<file path="src/rtl/shift_left_seq_pkg.sv">
`default_nettype none
// ============================================================================
// Module      : shift_left_seq_pkg
// Description : Shared width defaults and FSM state encoding for the
//               sequential logical left shifter.
// Revision    : 1.0 - initial release
// ============================================================================
package shift_left_seq_pkg;

    localparam int WIDTH_DEF = 32;
    localparam int SHW_DEF   = 5;

    // 2'd3 is unused; any stray value is decoded as IDLE by the FSM.
    typedef enum logic [1:0] {
        ST_IDLE  = 2'd0,
        ST_SHIFT = 2'd1,
        ST_DONE  = 2'd2
    } state_t;

endpackage : shift_left_seq_pkg
`default_nettype wire

</file>
<file path="src/rtl/shift_left_seq_shl1_row.sv">
`default_nettype none
// ============================================================================
// Module      : shl1_row
// Description : One row of 2:1 mux cells; shifts left by one when sel=1,
//               passes the input through otherwise.
// Revision    : 1.0 - initial release
// ============================================================================
module shl1_row
    import shift_left_seq_pkg::*;
#(
    parameter int WIDTH = WIDTH_DEF
) (
    input  logic             sel,
    input  logic [WIDTH-1:0] din,
    output logic [WIDTH-1:0] dout
);

    assign dout[0] = sel ? 1'b0 : din[0];

    for (genvar i = 1; i < WIDTH; i++) begin : g_mux
        assign dout[i] = sel ? din[i-1] : din[i];
    end

endmodule : shl1_row
`default_nettype wire

</file>
<file path="src/rtl/shift_left_seq.sv">
`default_nettype none
// ============================================================================
// Module      : shift_left_seq
// Description : Multi-cycle logical left shifter, one bit per clock, with a
//               start/busy/done handshake and a held result register.
// Revision    : 1.0 - initial release
// ============================================================================
module shift_left_seq
    import shift_left_seq_pkg::*;
#(
    parameter int WIDTH = WIDTH_DEF,
    parameter int SHW   = SHW_DEF
) (
    input  logic             clk,
    input  logic             rst,
    input  logic             start,
    input  logic [WIDTH-1:0] dataA,
    input  logic [SHW-1:0]   dataB,
    output logic             busy,
    output logic             done,
    output logic [WIDTH-1:0] dataOut
);

    state_t           state;
    state_t           state_nx;
    logic [WIDTH-1:0] acc;
    logic [SHW-1:0]   cnt;
    logic [WIDTH-1:0] acc_shl;
    logic             shift_en;

    assign shift_en = (state == ST_SHIFT);

    shl1_row #(
        .WIDTH (WIDTH)
    ) u_row (
        .sel  (shift_en),
        .din  (acc),
        .dout (acc_shl)
    );

    always_ff @(posedge clk) begin
        if (rst) begin
            state   <= ST_IDLE;
            acc     <= '0;
            cnt     <= '0;
            dataOut <= '0;
        end else begin
            state <= state_nx;
            case (state)
                ST_IDLE: begin
                    if (start) begin
                        acc <= dataA;
                        cnt <= dataB;
                        // Zero shift: result is available without any SHIFT cycle.
                        if (dataB == '0)
                            dataOut <= dataA;
                    end
                end
                ST_SHIFT: begin
                    acc <= acc_shl;
                    cnt <= cnt - SHW'(1);
                    if (cnt == SHW'(1))
                        dataOut <= acc_shl;
                end
                default: ;
            endcase
        end
    end

    always_comb begin
        state_nx = ST_IDLE;
        busy     = 1'b0;
        done     = 1'b0;
        case (state)
            ST_IDLE: begin
                if (start)
                    state_nx = (dataB == '0) ? ST_DONE : ST_SHIFT;
                else
                    state_nx = ST_IDLE;
            end
            ST_SHIFT: begin
                busy     = 1'b1;
                state_nx = (cnt == SHW'(1)) ? ST_DONE : ST_SHIFT;
            end
            ST_DONE: begin
                busy     = 1'b1;
                done     = 1'b1;
                state_nx = ST_IDLE;
            end
            default: state_nx = ST_IDLE;
        endcase
    end

endmodule : shift_left_seq
`default_nettype wire

</file>
<file path="config.mk">
export PLATFORM = sky130hd
export DESIGN_NAME = shift_left_seq
export DESIGN_NICKNAME = d
export VERILOG_FILES = /design/src/rtl/shift_left_seq_pkg.sv /design/src/rtl/shift_left_seq_shl1_row.sv /design/src/rtl/shift_left_seq.sv
export SDC_FILE = /design/constraint.sdc
export NUM_CORES = 1
export LEC_CHECK = 0
export CAP_MARGIN = 30
export CORE_MARGIN = 2
export CORE_UTILIZATION = 50
export CTS_CLUSTER_SIZE = 30
export DETAILED_ROUTE_END_ITERATION = 7
export PLACE_DENSITY = 0.92
export SLEW_MARGIN = 15
export SYNTH_ARGS = -nofsm -noshare
export SYNTH_HDL_FRONTEND = slang
export SYNTH_SLANG_ARGS = --single-unit
</file>
<file path="constraint.sdc">
create_clock -name clk -period 2.5 [get_ports clk]
set_input_delay 0.75 -clock clk [delete_from_list [all_inputs] [get_ports clk]]
set_output_delay 0.75 -clock clk [all_outputs]
set_load 0.05 [all_outputs]
</file>
==> out/metrics.yaml <==
cts.sinks: 70
die-area_um2: 7044
status: "completed"
path_buf_inv: 2
drt_iter0_markers: 158
grt_pass1_vias: 2482
io_pins: 74
path_max_fanout: 2
cp-start-kind: "flop"
totalWireLength_um: 6901
postCtsHoldBufs: 0
cts_resized: 0
gp_congestion: 0.9555
vias: 2548
synth_top_area_share_pct: 43.87
finalCritPeriodShare_pct: 97.12
grt_pass1_wl_um: 11320
setup_viol: 0
leakagePower_nw: 1.655
slew_headroom_pct: 64.69
path_cells: "inv_1 > ha_1 > clkdlybuf4s50_1"
rsz0062_at_grt: "no"
coreArea_um2: 6277
antenna_found_initial: 0
htreeDepth: 3
finalMaxSlewViolations: 0
placedCellCount: 468
p_total_w: 0.002982
wl_per_cell_um: 14.26
cp_top_family: "buffers and inverters"
start_util_pct: 50.89
yosysUniqueCellTypes: 32
antenna_left: 0
cp.required_ns: 1.75
path_clk_slew_ns: 0.07
syn_inst: 335
clock-root-buffer: "clkbuf_8"
slowest_stage: "clkdlybuf4s50_1"
worstSetupPathType: "reg2out"
grt-ovfl-total: 0
ys_warn_count: 0
hpwl_um: 4654
fin_nets: 447
power_per_cell_area_nw_per_um2: 701.1
grt_max_degree: 103
ys_ff_latch: 70
yosysTopAreaCell: "dfxtp_1"
track_usage_pct: 19.98
cts_setup_buffers: 0
cts_tree: "done"
post_drt_via_cell_ratio: 5.264
synth_area_um2: 3194
avgSynthCellArea_um2: 9.535
n_antenna_cell: 0
cts_max_path_buffers: 2
crit_arrival_ns: 1.68
layout-area-overhead-vs-synth_pct: 33.18
setup_slack_ns: 0.07203
hold_viol_final: 0
drive_gt1_share_pct: 14.50
fp.dieW_um: 83.93
synth_seq_area_share_pct: 43.87
drc: 0
cts_buffers: 9
endpoint_kind: "output pin"
max_stage_delay_ns: 0.79
final.setup_skew_ns: 0.008447
post-route-util_pct: 67.77
die_h_um: 83.93
dp_slack_ns: -0.07419
worstMarginPinSlew_ns: 0.5280
hold_path_class: "reg2reg"
insertion_delay_ns: 0.35
synth_area_leaders: "dfxtp_1, mux2_2, mux2i_1, nor2_1, a211oi_1"
drtPass1Iterations: 4
max_freq_ghz: 0.4119
final_cells: 484
io_buffers: 73
synth_nets: 380
vdd_drop_max_mv: 0.4310
placementRows: 29
drv_cap: 0
period_needed_ns: 2.428
-- logic make-up (layout without fill, tap and decap cells) --
group                      Yosys count  count (layout)  share of synthesized area, %
DFF                                 70              70                         43.87
adders and majority gates            5               5                         1.958
AOI/OAI and AO/OA                   50              50                         11.40
and+or+nand+nor                    116             116                         17.20
buffers and inverters               31             103                         4.583
muxes                               63              63                         20.99
-- per-stage QoR --
step	setup TNS, ns	instance area (um^2)	hold slack (ns)
2_1_floorplan	0	3194	0.4360
3_5_place_dp	-1.646	4006	0.4621
4_1_cts	0	4254	0.4707
3_3_place_gp	-1.283	4006	0.4510
5_1_grt	0	4254	0.4894
6_report	0	4254	0.4679
-- power breakdown --
| group | total [W] | switching [W] | internal (W) |
|---|---|---|---|
| registers | 0.00126 | 0.0000528 | 0.00121 |
| clock network | 0.00112 | 0.000432 | 0.000692 |
| logic | 0.000599 | 0.000329 | 0.000270 |
| total | 0.00298 | 0.000813 | 0.00217 |
-- worst paths after layout --
path              cells after the start  slack, ns    endpoint  startpoint
setup / recovery                      3       0.07        done    state[0]
hold reg to reg                       2       0.47      acc[0]      acc[0]
setup reg to reg                      6       0.62  dataOut[7]    state[1]
hold / removal                        2       0.47      acc[0]      acc[0]
-- sequential cells by signal, indices dropped and copies added (netlist names) --
name	flops
acc	31
cnt	5
dataOut	32
state	2
-- cell type report --
cell class                 instances  area, um^2
tap                               77       96.34
clock buffer                      11       141.4
clock inverter                     5       106.4
sequential                        70        1401
inverter                           5       18.77
multi-input combinational        234        1649
fill                             496        2023
timing repair buffer              82       840.8
-- cell usage in the layout, fill, tap and decap left out, drive strengths merged --
master / count
clkinv: 1
nor4b: 1
or3: 1
ha: 5
a211oi: 30
nor2: 66
nor2b: 32
clkdlybuf4s50: 71
a41oi: 1
o21ai: 4
nand3: 1
dfxtp: 70
inv: 5
o211ai: 1
bufinv: 3
and2: 1
clkbuf: 11
buf: 11
nand2: 6
mux2i: 31
a21boi: 2
a221oi: 1
nand4: 2
o2bb2ai: 1
o32ai: 1
nand2b: 3
a22oi: 1
mux2: 32
nor3: 3
a21o: 1
clkinvlp: 1
a21oi: 7
-- Yosys cell counts (all sizes together) --
cell	instances
ha	5
clkbuf	14
a21o	1
a41oi	1
nor4b	1
a21boi	2
mux2i	31
a211oi	30
a22oi	1
nand3	1
nor2b	32
inv	5
o32ai	1
mux2	32
o211ai	1
nor3	3
a221oi	1
and2	1
a21oi	7
o2bb2ai	1
nand4	2
dfxtp	70
nor2	66
or3	1
nand2	6
buf	12
nand2b	3
o21ai	4
-- routing by layer --
layer	global-route usage (%)	vias to the layer above	wire, um
li1	-	1286	-
met1	25.82	1180	3203
met2	31.42	69	3236
met3	5.143	13	321
met4	8.944	0	139
met5	0	-	0
-- worst register-to-register path: stages (launching register included) --
cell and delay, ns:
dfxtp_1 0.32, inv_1 0.08, ha_2 0.37, buf_4 0.36, mux2i_1 0.31, nor2_1 0.06
mux2_2 0.28
Power figures use the tool's default switching activity.
==> patch 1, RTL diff (same settings) <==
Add an input register stage for `start`, `dataA` and `dataB`; this delays them by one clock.
--- a/src/rtl/shift_left_seq.sv
+++ b/src/rtl/shift_left_seq.sv
@@ -21,4 +21,14 @@
     output logic [WIDTH-1:0] dataOut
 );
+
+    logic start_q;
+    logic [WIDTH-1:0] dataA_q;
+    logic [SHW-1:0] dataB_q;
+
+    always_ff @(posedge clk) begin
+        start_q <= start;
+        dataA_q <= dataA;
+        dataB_q <= dataB;
+    end
 
     state_t           state;
@@ -49,10 +59,10 @@
             case (state)
                 ST_IDLE: begin
-                    if (start) begin
-                        acc <= dataA;
-                        cnt <= dataB;
+                    if (start_q) begin
+                        acc <= dataA_q;
+                        cnt <= dataB_q;
                         // Zero shift: result is available without any SHIFT cycle.
-                        if (dataB == '0)
-                            dataOut <= dataA;
+                        if (dataB_q == '0)
+                            dataOut <= dataA_q;
                     end
                 end
@@ -74,6 +84,6 @@
         case (state)
             ST_IDLE: begin
-                if (start)
-                    state_nx = (dataB == '0) ? ST_DONE : ST_SHIFT;
+                if (start_q)
+                    state_nx = (dataB_q == '0) ? ST_DONE : ST_SHIFT;
                 else
                     state_nx = ST_IDLE;
Function: changed (a bounded check fails within 4 cycles, from zero or initial values and one cycle with rst high).
==> patch 1 against the unedited design <==
- wire length is 17% higher
- power is 29% higher
- via count is 9.7% higher
- sequential cell count is 38 higher
- count of clock-buffer cells in the layout stayed put
- area after synthesis is 21% higher
- design area is 15% higher
- combinational power is 46% higher
- setup slack better by 0.14 ns
==> patch 1: results (changes against the unedited design) <==
\begin{tabular}{lr}
\hline
Metric & Value \\
\hline
\multicolumn{2}{l}{\textbf{Critical path}} \\
Crit path to & dataOut[22] \\
Reg-to-Reg End & dataOut[31] \\
Critical Path Start & dataOut[22] \\
\multicolumn{2}{l}{\textbf{Pwr}} \\
Power attributed to combinational cells & 0.873 mW (+46\%) \\
Total leakage power & 1.77 nW (+6.8\%) \\
Power per unit of standard cell area & 791 mW/mm\^{}2 (+13\%) \\
Share of power burned in registers & 0.508 (+0.086) \\
\multicolumn{2}{l}{\textbf{Yosys}} \\
Number of distinct library cell variants in the gate-level netlist after synthesis & 36 (+13\%) \\
Cell types with the highest counts after synthesis & 108 x sky130\_fd\_sc\_hd\_\_dfxtp\_1, 38 x sky130\_fd\_sc\_hd\_\_a21oi\_1, 34 x sky130\_fd\_sc\_hd\_\_nor2\_1, 32 x sky130\_fd\_sc\_hd\_\_a211oi\_1, 32 x sky130\_fd\_sc\_hd\_\_mux2i\_1 \\
Mean instance size in the synthesized netlist & 11.2 um\^{}2 (+17\%) \\
Net Count, Synth & 391 (+2.9\%) \\
\multicolumn{2}{l}{\textbf{GRT}} \\
Via count of the first global-routing pass & 2,889 (+16\%) \\
Wire length of the first global-routing pass & 13,300 um (+18\%) \\
Largest net degree at the start of global routing & 41 (-60\%) \\
\multicolumn{2}{l}{\textbf{Finish}} \\
Layout cell share with drive strength beyond 1 & 0.153 (+0.00851) \\
Nets@finish & 458 (+2.5\%) \\
Finished Layout Cells & 519 (+7.2\%) \\
\multicolumn{2}{l}{\textbf{Route}} \\
Routed wirelength normalized by instance count & 15.5 um (+8.8\%) \\
Starting DRT DRC Count & 52 (-67\%) \\
\multicolumn{2}{l}{\textbf{Outcome}} \\
Status & finished, final reports clean \\
\multicolumn{2}{l}{\textbf{STA}} \\
Actual slew at the worst max-slew pin & 0.607 ns (+0.0791 ns) \\
\multicolumn{2}{l}{\textbf{Clock network}} \\
Clock input transition at the sequential cells of the worst setup and hold paths & 0.09 ns (+0.02 ns) \\
\multicolumn{2}{l}{\textbf{Placement}} \\
Worst slack at placement & 0.416 ns (+0.490 ns) \\
Dpl hpwl & 5620 um (+21\%) \\
Global placement routability congestion & 0.789 (-17\%) \\
\hline
\end{tabular}
## patch 1: worst min path at each step
stage / slack [ns] / startpoint / cells after the start / to
2_1_floorplan: 0.44 / acc[0] / 2 / acc[0]
3_3_place_gp: 0.45 / acc[0] / 2 / acc[0]
3_5_place_dp: 0.45 / acc[0] / 2 / acc[0]
4_1_cts: 0.47 / acc[0] / 2 / acc[0]
5_1_grt: 0.48 / acc[0] / 2 / acc[0]
6_report: 0.46 / acc[0] / 2 / acc[0]
## patch 1: area by class of cell
cell class	count	area, um^2
Clock inverter	4	48.8
Sequential cell	108	2160
Tap cell	102	128
Inverter	5	18.8
Clock buffer	11	141
Multi-Input combinational cell	203	1540
Fill cell	600	2740
Timing Repair Buffer	86	836
## patch 1: kinds of logic after synthesis
kind of cell	share of synthesized area
AOI/OAI and AO/OA	0.231
DFF	0.558
and+or+nand+nor	0.0630
buffers and inverters	0.0462
muxes	0.0856
adders and majority gates	0.0161
## patch 1: worst reg2reg max path, stage by stage (launching register included)
cell and delay [ns]:
sky130_fd_sc_hd__dfxtp_1 0.32, sky130_fd_sc_hd__inv_1 0.08, sky130_fd_sc_hd__ha_1 0.30, sky130_fd_sc_hd__mux2i_1 0.58, sky130_fd_sc_hd__a21oi_4 0.05, sky130_fd_sc_hd__and2_2 0.22, sky130_fd_sc_hd__buf_4 0.23, sky130_fd_sc_hd__a211oi_2 0.23
## patch 1: routing by layer
metal / GRT usage / routed length (um) / vias to the layer above
li1: - / - / 1379
met3: 0.0600 / 357 / 6
met2: 0.355 / 4150 / 69
met1: 0.228 / 3480 / 1342
met4: 0.0535 / 65 / 0
met5: 0 / 0 / -
==> patch 2, RTL diff (config.mk and constraints unchanged) <==
Made on the original files. `SHW_DEF`: 5 -> 6.
--- a/src/rtl/shift_left_seq_pkg.sv
+++ b/src/rtl/shift_left_seq_pkg.sv
@@ -9,5 +9,5 @@
 
     localparam int WIDTH_DEF = 32;
-    localparam int SHW_DEF   = 5;
+    localparam int SHW_DEF   = 6;
 
     // 2'd3 is unused; any stray value is decoded as IDLE by the FSM.
Interface: changed (resized dataB); port bits go from 74 to 75. No check against the original RTL was run, so the function may have changed too.
==> patch 2 against the unedited design <==
- wire length up 9.7%
- final cell count is 2.7% lower
- register-to-register slack worse by 0.08 ns
- die area fell by 1.5%
- power is 4.1% higher
- setup slack improved by 0.010 ns
- sequential cell count up 1
- count of clock-buffer cells in the layout grew 1
- synthesized cell count down 2.7%
- area after synthesis shrank 1.6%
- design area fell by 3.7%
==> patch 2: results (changes against the unedited design) <==
\begin{tabular}{lr}
\hline
Metric & Value \\
\hline
\multicolumn{2}{l}{\textbf{Yosys}} \\
Share of cell area taken by muxes after synthesis & 0.105 (-0.104) \\
Number of distinct library cell variants in the gate-level netlist after synthesis & 37 (+16\%) \\
Fraction of the mapped netlist area in compound gates & 0.266 (+0.152) \\
Sequential-to-total area share from yosys stat & 0.452 (+0.0135) \\
Cell types with the highest counts after synthesis & 71 x sky130\_fd\_sc\_hd\_\_dfxtp\_1, 53 x sky130\_fd\_sc\_hd\_\_a211oi\_1, 39 x sky130\_fd\_sc\_hd\_\_a21oi\_1, 37 x sky130\_fd\_sc\_hd\_\_nor2\_1, 32 x sky130\_fd\_sc\_hd\_\_mux2i\_1 \\
Net Count, Synth & 372 (-2.1\%) \\
\multicolumn{2}{l}{\textbf{Placement}} \\
Dpl cell area & 0.00393 mm\^{}2 (-1.9\%) \\
Dpl hpwl & 5290 um (+14\%) \\
Number of buffer cells added on primary ports & 74 (+1.4\%) \\
\multicolumn{2}{l}{\textbf{GRT}} \\
Total global routing track utilization & 0.223 (+0.0228) \\
Grt met1 use & 0.288 (+0.0302) \\
Met2 Use GR & 0.351 (+0.0370) \\
Largest net degree at the start of global routing & 43 (-58\%) \\
Wire length of the first global-routing pass & 12,600 um (+11\%) \\
Via count of the first global-routing pass & 2,642 (+6.4\%) \\
\multicolumn{2}{l}{\textbf{Pwr}} \\
Total leakage power & 1.46 nW (-12\%) \\
Maximum vdd ir drop & 473 uV (+9.6\%) \\
\multicolumn{2}{l}{\textbf{Route}} \\
Aggregate routed wire length & 7570 um (+9.7\%) \\
Number of vias per cell after detailed routing & 5.75 (+9.1\%) \\
Starting DRT DRC Count & 157 (-0.63\%) \\
\multicolumn{2}{l}{\textbf{Finish}} \\
Nets@finish & 438 (-2.0\%) \\
Filler cells & 461 (-7.1\%) \\
Top Registers & dataOut (32), acc (31), cnt (6) \\
\multicolumn{2}{l}{\textbf{Min path}} \\
Hold Startpoint & cnt[1] \\
\multicolumn{2}{l}{\textbf{STA}} \\
Actual slew at the worst max-slew pin & 0.569 ns (+0.0412 ns) \\
Setup clock skew after layout & 0.00547 ns (-0.00297 ns) \\
\multicolumn{2}{l}{\textbf{Critical path}} \\
Slack of the worst reg-to-reg path & 0.54 ns (-0.08 ns) \\
\multicolumn{2}{l}{\textbf{Outcome}} \\
Status & finished, final reports clean \\
\hline
\end{tabular}
==> patch 2: report_power, final <==
part | leakage (nW) | internal [mW] | switching (mW) | total [mW]
combinational | 0.791 | 0.384 | 0.584 | 0.968
sequential | 0.585 | 1.26 | 0.0828 | 1.35
clock | 0.0785 | 0.381 | 0.410 | 0.791
==> patch 2: kinds of logic (layout without fill, tap and decap cells) <==
kind of cell,after synthesis,in the layout
AOI/OAI and AO/OA,119,119
DFF,71,71
and+or+nand+nor,58,58
buffers and inverters,40,110
muxes,33,33
adders and majority gates,5,5
==> patch 2: metrics by stage <==
| step | total power, mW | instances | setup WS (ns) |
|---|---|---|---|
| 2_1_floorplan | 2.04 | 326 | 0.640 |
| 3_3_place_gp | 2.30 | 456 | 0.0925 |
| 3_5_place_dp | 2.33 | 456 | 0.0119 |
| 4_1_cts | 3.11 | 471 | 0.0584 |
| 5_1_grt | 3.25 | 471 | 0.00769 |
| 6_report | 3.11 | 471 | 0.0825 |
==> patch 2: worst paths after layout <==
| path | to | cells after the start |
|---|---|---|
| worst max-delay path | done | 3 |
| worst min register to register | cnt[1] | 2 |
| worst max register to register | dataOut[12] | 7 |
| worst min-delay path | cnt[1] | 2 |
==> patch 2: layer usage <==
| metal | wire length (um) | up-vias |
|---|---|---|
| met1 | 3300 | 1261 |
| met2 | 3720 | 97 |
| li1 | - | 1333 |
| met4 | 165 | 0 |
| met5 | 0 | - |
| met3 | 387 | 15 |
==> patch 2: worst min-delay path, cell delays in order, from the launching register on <==
cell and delay [ns]:
sky130_fd_sc_hd__dfxtp_1 0.33, sky130_fd_sc_hd__nand2_1 0.06, sky130_fd_sc_hd__a21oi_1 0.05
==> patch 2: layout make-up <==
cell class                 instances  area [um^2]  area share
multi-input combinational        215         1520       0.370
sequential                        71         1420       0.347
timing repair buffer              87          868       0.212
clock buffer                      12          145      0.0354
tap                               75         93.8      0.0229
inverter                           8         30.0     0.00733
clock inverter                     3         20.0     0.00489
